## src/rtl/uart_pkg.sv

```systemverilog
// Shared definitions for the configurable UART transmitter.
// Latency: n/a (types, constants and a constant-time divisor helper).
// Backpressure: n/a.
package uart_pkg;

   // FSM state encodings
   localparam logic [2:0] S_IDLE   = 3'd0;
   localparam logic [2:0] S_START  = 3'd1;
   localparam logic [2:0] S_DATA   = 3'd2;
   localparam logic [2:0] S_PARITY = 3'd3;
   localparam logic [2:0] S_STOP   = 3'd4;

   typedef enum logic [2:0] {
      ST_IDLE   = S_IDLE,
      ST_START  = S_START,
      ST_DATA   = S_DATA,
      ST_PARITY = S_PARITY,
      ST_STOP   = S_STOP
   } tx_state_t;

   // Parity mode codes; 2'b11 is treated as no parity
   localparam logic [1:0] PAR_NONE = 2'b00;
   localparam logic [1:0] PAR_EVEN = 2'b01;
   localparam logic [1:0] PAR_ODD  = 2'b10;

   // Width of the baud divisor; covers 300 baud at several hundred MHz
   localparam int DIV_W = 24;

   // Rounded clocks-per-tick for a baud code, clamped to [1, 2^DIV_W-1].
   // Only ever called with constant arguments so no divider is built.
   function automatic logic [DIV_W-1:0] baud_div(input int unsigned clk_hz,
                                                 input int unsigned oversample,
                                                 input logic [2:0]  sel);
      logic [63:0] baud;
      logic [63:0] den;
      logic [63:0] q;
      case (sel)
         3'd0:    baud = 64'd300;
         3'd1:    baud = 64'd1200;
         3'd2:    baud = 64'd4800;
         3'd3:    baud = 64'd9600;
         3'd4:    baud = 64'd19200;
         3'd5:    baud = 64'd38400;
         3'd6:    baud = 64'd57600;
         default: baud = 64'd115200;
      endcase
      den = 64'(oversample) * baud;
      q   = (64'(clk_hz) + den / 64'd2) / den;
      if (q == 64'd0)
         q = 64'd1;
      if (q > 64'd16777215)
         q = 64'd16777215;
      return q[DIV_W-1:0];
   endfunction

endpackage

```

## src/rtl/uart_baud_tick.sv

```systemverilog
// Baud clock-enable generator: one-clk tick every div clks, div picked from baud_select.
// Latency: first tick div clks after restart; divisor is latched at restart.
// Backpressure: none; free-running between restarts.
module uart_baud_tick
   import uart_pkg::*;
#(
   parameter int CLK_HZ     = 50_000_000,
   parameter int OVERSAMPLE = 16
) (
   input  logic       clk,
   input  logic       reset,
   input  logic [2:0] baud_select,
   input  logic       restart,
   output logic       tick
);

   localparam logic [DIV_W-1:0] DIV_TAB [8] = '{
      baud_div(CLK_HZ, OVERSAMPLE, 3'd0), baud_div(CLK_HZ, OVERSAMPLE, 3'd1),
      baud_div(CLK_HZ, OVERSAMPLE, 3'd2), baud_div(CLK_HZ, OVERSAMPLE, 3'd3),
      baud_div(CLK_HZ, OVERSAMPLE, 3'd4), baud_div(CLK_HZ, OVERSAMPLE, 3'd5),
      baud_div(CLK_HZ, OVERSAMPLE, 3'd6), baud_div(CLK_HZ, OVERSAMPLE, 3'd7)
   };

   logic [DIV_W-1:0] div_q;
   logic [DIV_W-1:0] cnt_q;

   assign tick = (cnt_q == div_q - DIV_W'(1));

   // Divider counter; restart realigns the bit grid to the write acceptance
   always_ff @(posedge clk or negedge reset) begin
      if (!reset) begin
         cnt_q <= '0;
         div_q <= DIV_W'(1);
      end else if (restart) begin
         cnt_q <= '0;
         div_q <= DIV_TAB[baud_select];
      end else if (tick) begin
         cnt_q <= '0;
      end else begin
         cnt_q <= cnt_q + DIV_W'(1);
      end
   end

endmodule

```

## src/rtl/uart_tx_cfg.sv

```systemverilog
// Configurable UART transmitter: DATA_W payload, none/even/odd parity, 1 or 2 stop bits.
// Latency: TxD start bit 1 clk after acceptance; Tx_DONE (1+DATA_W+P+S)*OVERSAMPLE*div clks after.
// Backpressure: single frame in flight; writes while busy or disabled are dropped.
module uart_tx_cfg
   import uart_pkg::*;
#(
   parameter int CLK_HZ     = 50_000_000,
   parameter int DATA_W     = 8,
   parameter int OVERSAMPLE = 16
) (
   input  logic              clk,
   input  logic              reset,
   input  logic [DATA_W-1:0] Tx_DATA,
   input  logic              Tx_WR,
   input  logic              Tx_EN,
   input  logic [2:0]        baud_select,
   input  logic [1:0]        parity_sel,
   input  logic              stop2,
   output logic              TxD,
   output logic              Tx_BUSY,
   output logic              Tx_DONE
);

   localparam logic [3:0] TICK_LAST = 4'(OVERSAMPLE - 1);
   localparam logic [3:0] BIT_LAST  = 4'(DATA_W - 1);

   tx_state_t         state_q, state_d;
   logic [3:0]        tick_cnt_q, tick_cnt_d;
   logic [3:0]        bit_idx_q, bit_idx_d;
   logic [DATA_W-1:0] shift_q, shift_d;
   logic              par_acc_q, par_acc_d;
   logic [1:0]        par_mode_q, par_mode_d;
   logic              stop2_q, stop2_d;
   logic              stop_cnt_q, stop_cnt_d;
   logic              txd_q, txd_d;
   logic              busy_q, busy_d;
   logic              done_q, done_d;

   logic accept;
   logic baud_tick;
   logic bit_end;
   logic par_en;
   logic par_final;
   logic par_bit;

   assign accept  = (state_q == ST_IDLE) && Tx_EN && Tx_WR;
   assign bit_end = baud_tick && (tick_cnt_q == TICK_LAST);

   // Parity is taken over all data bits including the one finishing now
   assign par_en    = (par_mode_q == PAR_EVEN) || (par_mode_q == PAR_ODD);
   assign par_final = par_acc_q ^ shift_q[0];
   assign par_bit   = (par_mode_q == PAR_ODD) ? ~par_final : par_final;

   assign TxD     = txd_q;
   assign Tx_BUSY = busy_q;
   assign Tx_DONE = done_q;

   uart_baud_tick #(
      .CLK_HZ     (CLK_HZ),
      .OVERSAMPLE (OVERSAMPLE)
   ) u_baud_tick (
      .clk         (clk),
      .reset       (reset),
      .baud_select (baud_select),
      .restart     (accept),
      .tick        (baud_tick)
   );

   // Next-state and next-output logic; every output is registered below
   always_comb begin
      state_d    = state_q;
      tick_cnt_d = tick_cnt_q;
      bit_idx_d  = bit_idx_q;
      shift_d    = shift_q;
      par_acc_d  = par_acc_q;
      par_mode_d = par_mode_q;
      stop2_d    = stop2_q;
      stop_cnt_d = stop_cnt_q;
      txd_d      = txd_q;
      busy_d     = busy_q;
      done_d     = 1'b0;

      if ((state_q != ST_IDLE) && baud_tick)
         tick_cnt_d = bit_end ? 4'd0 : tick_cnt_q + 4'd1;

      case (state_q)
         ST_IDLE: begin
            txd_d  = 1'b1;
            busy_d = 1'b0;
            if (accept) begin
               state_d    = ST_START;
               shift_d    = Tx_DATA;
               par_mode_d = parity_sel;
               stop2_d    = stop2;
               tick_cnt_d = 4'd0;
               bit_idx_d  = 4'd0;
               par_acc_d  = 1'b0;
               stop_cnt_d = 1'b0;
               txd_d      = 1'b0;
               busy_d     = 1'b1;
            end
         end
         ST_START: begin
            if (bit_end) begin
               state_d = ST_DATA;
               txd_d   = shift_q[0];
            end
         end
         ST_DATA: begin
            if (bit_end) begin
               par_acc_d = par_final;
               shift_d   = shift_q >> 1;
               if (bit_idx_q == BIT_LAST) begin
                  if (par_en) begin
                     state_d = ST_PARITY;
                     txd_d   = par_bit;
                  end else begin
                     state_d = ST_STOP;
                     txd_d   = 1'b1;
                  end
               end else begin
                  bit_idx_d = bit_idx_q + 4'd1;
                  txd_d     = shift_q[1];
               end
            end
         end
         ST_PARITY: begin
            if (bit_end) begin
               state_d = ST_STOP;
               txd_d   = 1'b1;
            end
         end
         ST_STOP: begin
            if (bit_end) begin
               if (stop2_q && !stop_cnt_q) begin
                  stop_cnt_d = 1'b1;
               end else begin
                  state_d = ST_IDLE;
                  done_d  = 1'b1;
                  busy_d  = 1'b0;
                  txd_d   = 1'b1;
               end
            end
         end
         default: begin
            state_d = ST_IDLE;
            txd_d   = 1'b1;
            busy_d  = 1'b0;
         end
      endcase
   end

   // State and output registers; reset forces the line idle mid-frame
   always_ff @(posedge clk or negedge reset) begin
      if (!reset) begin
         state_q    <= ST_IDLE;
         tick_cnt_q <= 4'd0;
         bit_idx_q  <= 4'd0;
         shift_q    <= '0;
         par_acc_q  <= 1'b0;
         par_mode_q <= PAR_NONE;
         stop2_q    <= 1'b0;
         stop_cnt_q <= 1'b0;
         txd_q      <= 1'b1;
         busy_q     <= 1'b0;
         done_q     <= 1'b0;
      end else begin
         state_q    <= state_d;
         tick_cnt_q <= tick_cnt_d;
         bit_idx_q  <= bit_idx_d;
         shift_q    <= shift_d;
         par_acc_q  <= par_acc_d;
         par_mode_q <= par_mode_d;
         stop2_q    <= stop2_d;
         stop_cnt_q <= stop_cnt_d;
         txd_q      <= txd_d;
         busy_q     <= busy_d;
         done_q     <= done_d;
      end
   end

endmodule

```

## config.mk

```make
export PLATFORM = sky130hd
export DESIGN_NAME = uart_tx_cfg
export DESIGN_NICKNAME = d
export VERILOG_FILES = /design/src/rtl/uart_pkg.sv /design/src/rtl/uart_baud_tick.sv /design/src/rtl/uart_tx_cfg.sv
export SDC_FILE = /design/constraint.sdc
export NUM_CORES = 1
export LEC_CHECK = 0
export BUFFER_PORTS_ARGS = -buffer_cell sky130_fd_sc_hd__buf_2
export CAP_MARGIN = 5
export CORE_ASPECT_RATIO = 0.8
export CORE_MARGIN = 1.5
export CORE_UTILIZATION = 62
export CTS_CLUSTER_SIZE = 40
export DETAILED_ROUTE_END_ITERATION = 10
export PLACE_DENSITY_LB_ADDON = 0.3
export SKIP_LAST_GASP = 1
export SLEW_MARGIN = 30
export SYNTH_ARGS = -nofsm -noshare
export SYNTH_HDL_FRONTEND = slang
export SYNTH_HIERARCHICAL = 1
export SYNTH_SLANG_ARGS = --single-unit
```

## constraint.sdc

```tcl
create_clock -name clk -period 8.95 [get_ports clk]
set_input_delay 1.79 -clock clk [delete_from_list [all_inputs] [get_ports clk]]
set_output_delay 1.79 -clock clk [all_outputs]
set_load 0.01 [all_outputs]
```

==> reports/qor.yml <==
cap_violations: 0
cts_resized: 0
antenna_cells: 0
synth_edf_count: 0
wirelength_um: 8120
drt_iter0_drc: 312
fillers: 477
die_w_um: 91.7
async_reset_ff_share_pct: 100
p_total_uw: 532
post-cts-setup-buffers: 0
post-dp-hpwl_um: 5590
cp.required_ns: 9.19
fin_nets: 459
crit_arrival_ns: 3.90
antenna_left: 0
switchingPower_uw: 127
clock_latency_ns: 0.35
synthCells: 417
cts_tree: "done"
critical_path.startpoint: "u_baud_tick/div_q[0]"
io_buffer_count: 20
via_per_inst: 6.05
setup_viol: 0
wl_per_cell_um: 15.8
ys_types: 65
synth.net_count: 447
vias: 3116
ys.flop_type: "dfrtp_1"
core_mm2: 0.00601
grt_antenna_before_repair: 0
intPower_uw: 405
crit_type: "reg -> reg"
critPathMaxFanout: 18
place_congestion: 0.909
end_kind: "flop"
syn_area_per_cell_um2: 9.36
yosys_warnings: 6
worst_hold_slack_ns: 0.512
rsz0062_at_grt: "no"
grt_pass1_wl_um: 13800
drt_pre_antenna_iters: 5
p_comb_share_pct: 3.3
pwr-share-seq_pct: 53.5
relSlewSlack_pct: 49.0
fin_tns_setup_ns: 0
drive_gt1_share_pct: 15.4
period_share_pct: 40.9
drc: 0
synth_seq_cells: 63
sw_frac_of_total_pct: 23.9
final_common_cell: "dfrtp_1"
grtUsageTotal_pct: 26.0
worst_slew_pin_slew_ns: 0.764
r2r_slack_ns: 5.29
finClkSkew_ns: 0.00485
final-max-slew-violation-count: 0
start_kind: "flop"
die-area_mm2: 0.00678
period_needed_ns: 3.66
cts.path.max_buffers: 2
cts.reportedPaths.clkPinSlew_ns: 0.07
cts_hold_buf: 0
ir_drop_mv: 0.0781
pwr-share-clk_pct: 43.2
cts_htree_levels: 3
area_growth_pct: 6.77
final-seq-area_mm2: 0.00158
power.density_mw_per_mm2: 128
status: "finished clean"
grt_pass1_vias: 2866
cts-root-buf: "clkbuf_8"
hold_viol: 0
grt_max_degree: 64
start_util_pct: 65.0
rows: 25
cts.sinks: 63
min_path_type: "reg -> reg"
cellLeakagePower_nw: 1.75
die_h_um: 74.0
holdCritStartpoint: "TxD"
io_pins: 21
layout_common_cells: "dfrtp_1, nand2_1, nor3_1"
grt-ovfl-total: 0
yosysSeqAreaShare_pct: 40.5
r2r_start: "u_baud_tick/div_q[0]"
multi_input_area_mm2: 0.00212
fmax_ghz: 0.273
cts-buffers-inserted: 9
syn_area_mm2: 0.00390
-- sequential cells by signal (all words and copies together), names as in the netlist --
name and count:
TxD 1, Tx_BUSY 1, Tx_DONE 1, bit_idx_q 4, par_acc_q 1, par_mode_q 2
shift_q 8, state_q 3, stop2_q 1, stop_cnt_q 1, tick_cnt_q 4, u_baud_tick/cnt_q 24
u_baud_tick/div_q 12
-- worst max-delay path: stages (launching register included) --
cell       delay, ns
dfstp_2         0.59
inv_1           0.08
ha_1            0.31
xor2_1          0.19
o211ai_1        0.12
nor4_1          0.29
nand4_1         0.19
a2111oi_4       0.27
nand4_1         0.55
o22ai_4         0.61
o21ai_2         0.10
a22o_1          0.25
-- logic make-up after synthesis --
family	synth area share (%)
multiplexers	2.50
buffers and inverters	5.23
AO/OA/AOI/OAI	14.3
AND/OR/NAND/NOR	25.1
adder cells (fa/ha/maj)	3.85
flip-flops	40.5
XOR/XNOR	8.53
-- cell usage after synthesis, drive strengths merged (3+ instances only) --
cell,n,share of area [%]
dfrtp,61,39
mux2i,3,0.77
nand3b,4,0.77
nand2,37,3.6
nand4,9,1.4
nor4,4,1.6
nor3,37,5.1
inv,13,1.3
xnor2,21,4.7
and4,5,1.1
mux2,6,1.7
a22o,3,0.67
o21ai,17,2.3
nor3b,5,1.1
nor2b,9,1.4
xor2,17,3.8
o311ai,3,0.67
and3,7,1.1
a31oi,10,1.8
nand3,20,2.7
ha,12,3.8
clkbuf,9,0.90
nor2,29,2.9
a21oi,25,3.2
buf,13,2.7
-- worst paths after layout --
kind	to	cells past startpoint
setup / recovery	par_acc_q	11
hold / removal	TxD	1
setup reg to reg	par_acc_q	11
hold reg to reg	TxD	1
max in group asynchronous	par_mode_q[1]	2
min in group asynchronous	u_baud_tick/cnt_q[17]	2
-- per-layer routing --
layer | wire length [um] | share of wire (%) | GRT usage (%) | vias to the layer above
li1 | - | - | - | 1516
met3 | 452 | 5.6 | 6.75 | 8
met2 | 3480 | 43 | 37.1 | 100
met1 | 4090 | 50 | 38.6 | 1492
met4 | 91 | 1.1 | 9.23 | 0
met5 | 0 | 0 | 0 | -
-- stage by stage --
step                instance area [um2]  utilization, %  worst slack [ns]  instances
finish                             4170            69.4              5.29        515
detailed placement                 3980            66.3              5.36        499
floorplan                          3900               -              5.54        417
global placement                   3980            66.3              5.46        499
global route                       4170            69.4              5.02        515
CTS                                4170            69.4              5.31        515
-- power by group through the flow --
stage / clock, mW / sequential, mW / combinational, mW
after global routing: 0.245 / 0.284 / 0.0208
after CTS: 0.233 / 0.285 / 0.0180
final: 0.230 / 0.285 / 0.0176
after detailed placement: 0 / 0.290 / 0.0179
after global placement: 0 / 0.290 / 0.0175
after floorplan: 0 / 0.290 / 0.00631
-- layout make-up --
type | instances | share of cell area, %
Sequential cell | 63 | 37.9
Clock buffer | 11 | 3.63
Clock inverter | 5 | 0.781
Tap cell | 81 | 2.43
Timing Repair Buffer | 24 | 3.12
Multi-Input combinational cell | 317 | 50.9
Inverter | 14 | 1.26
Note: power is estimated with default switching activity, not from simulation.
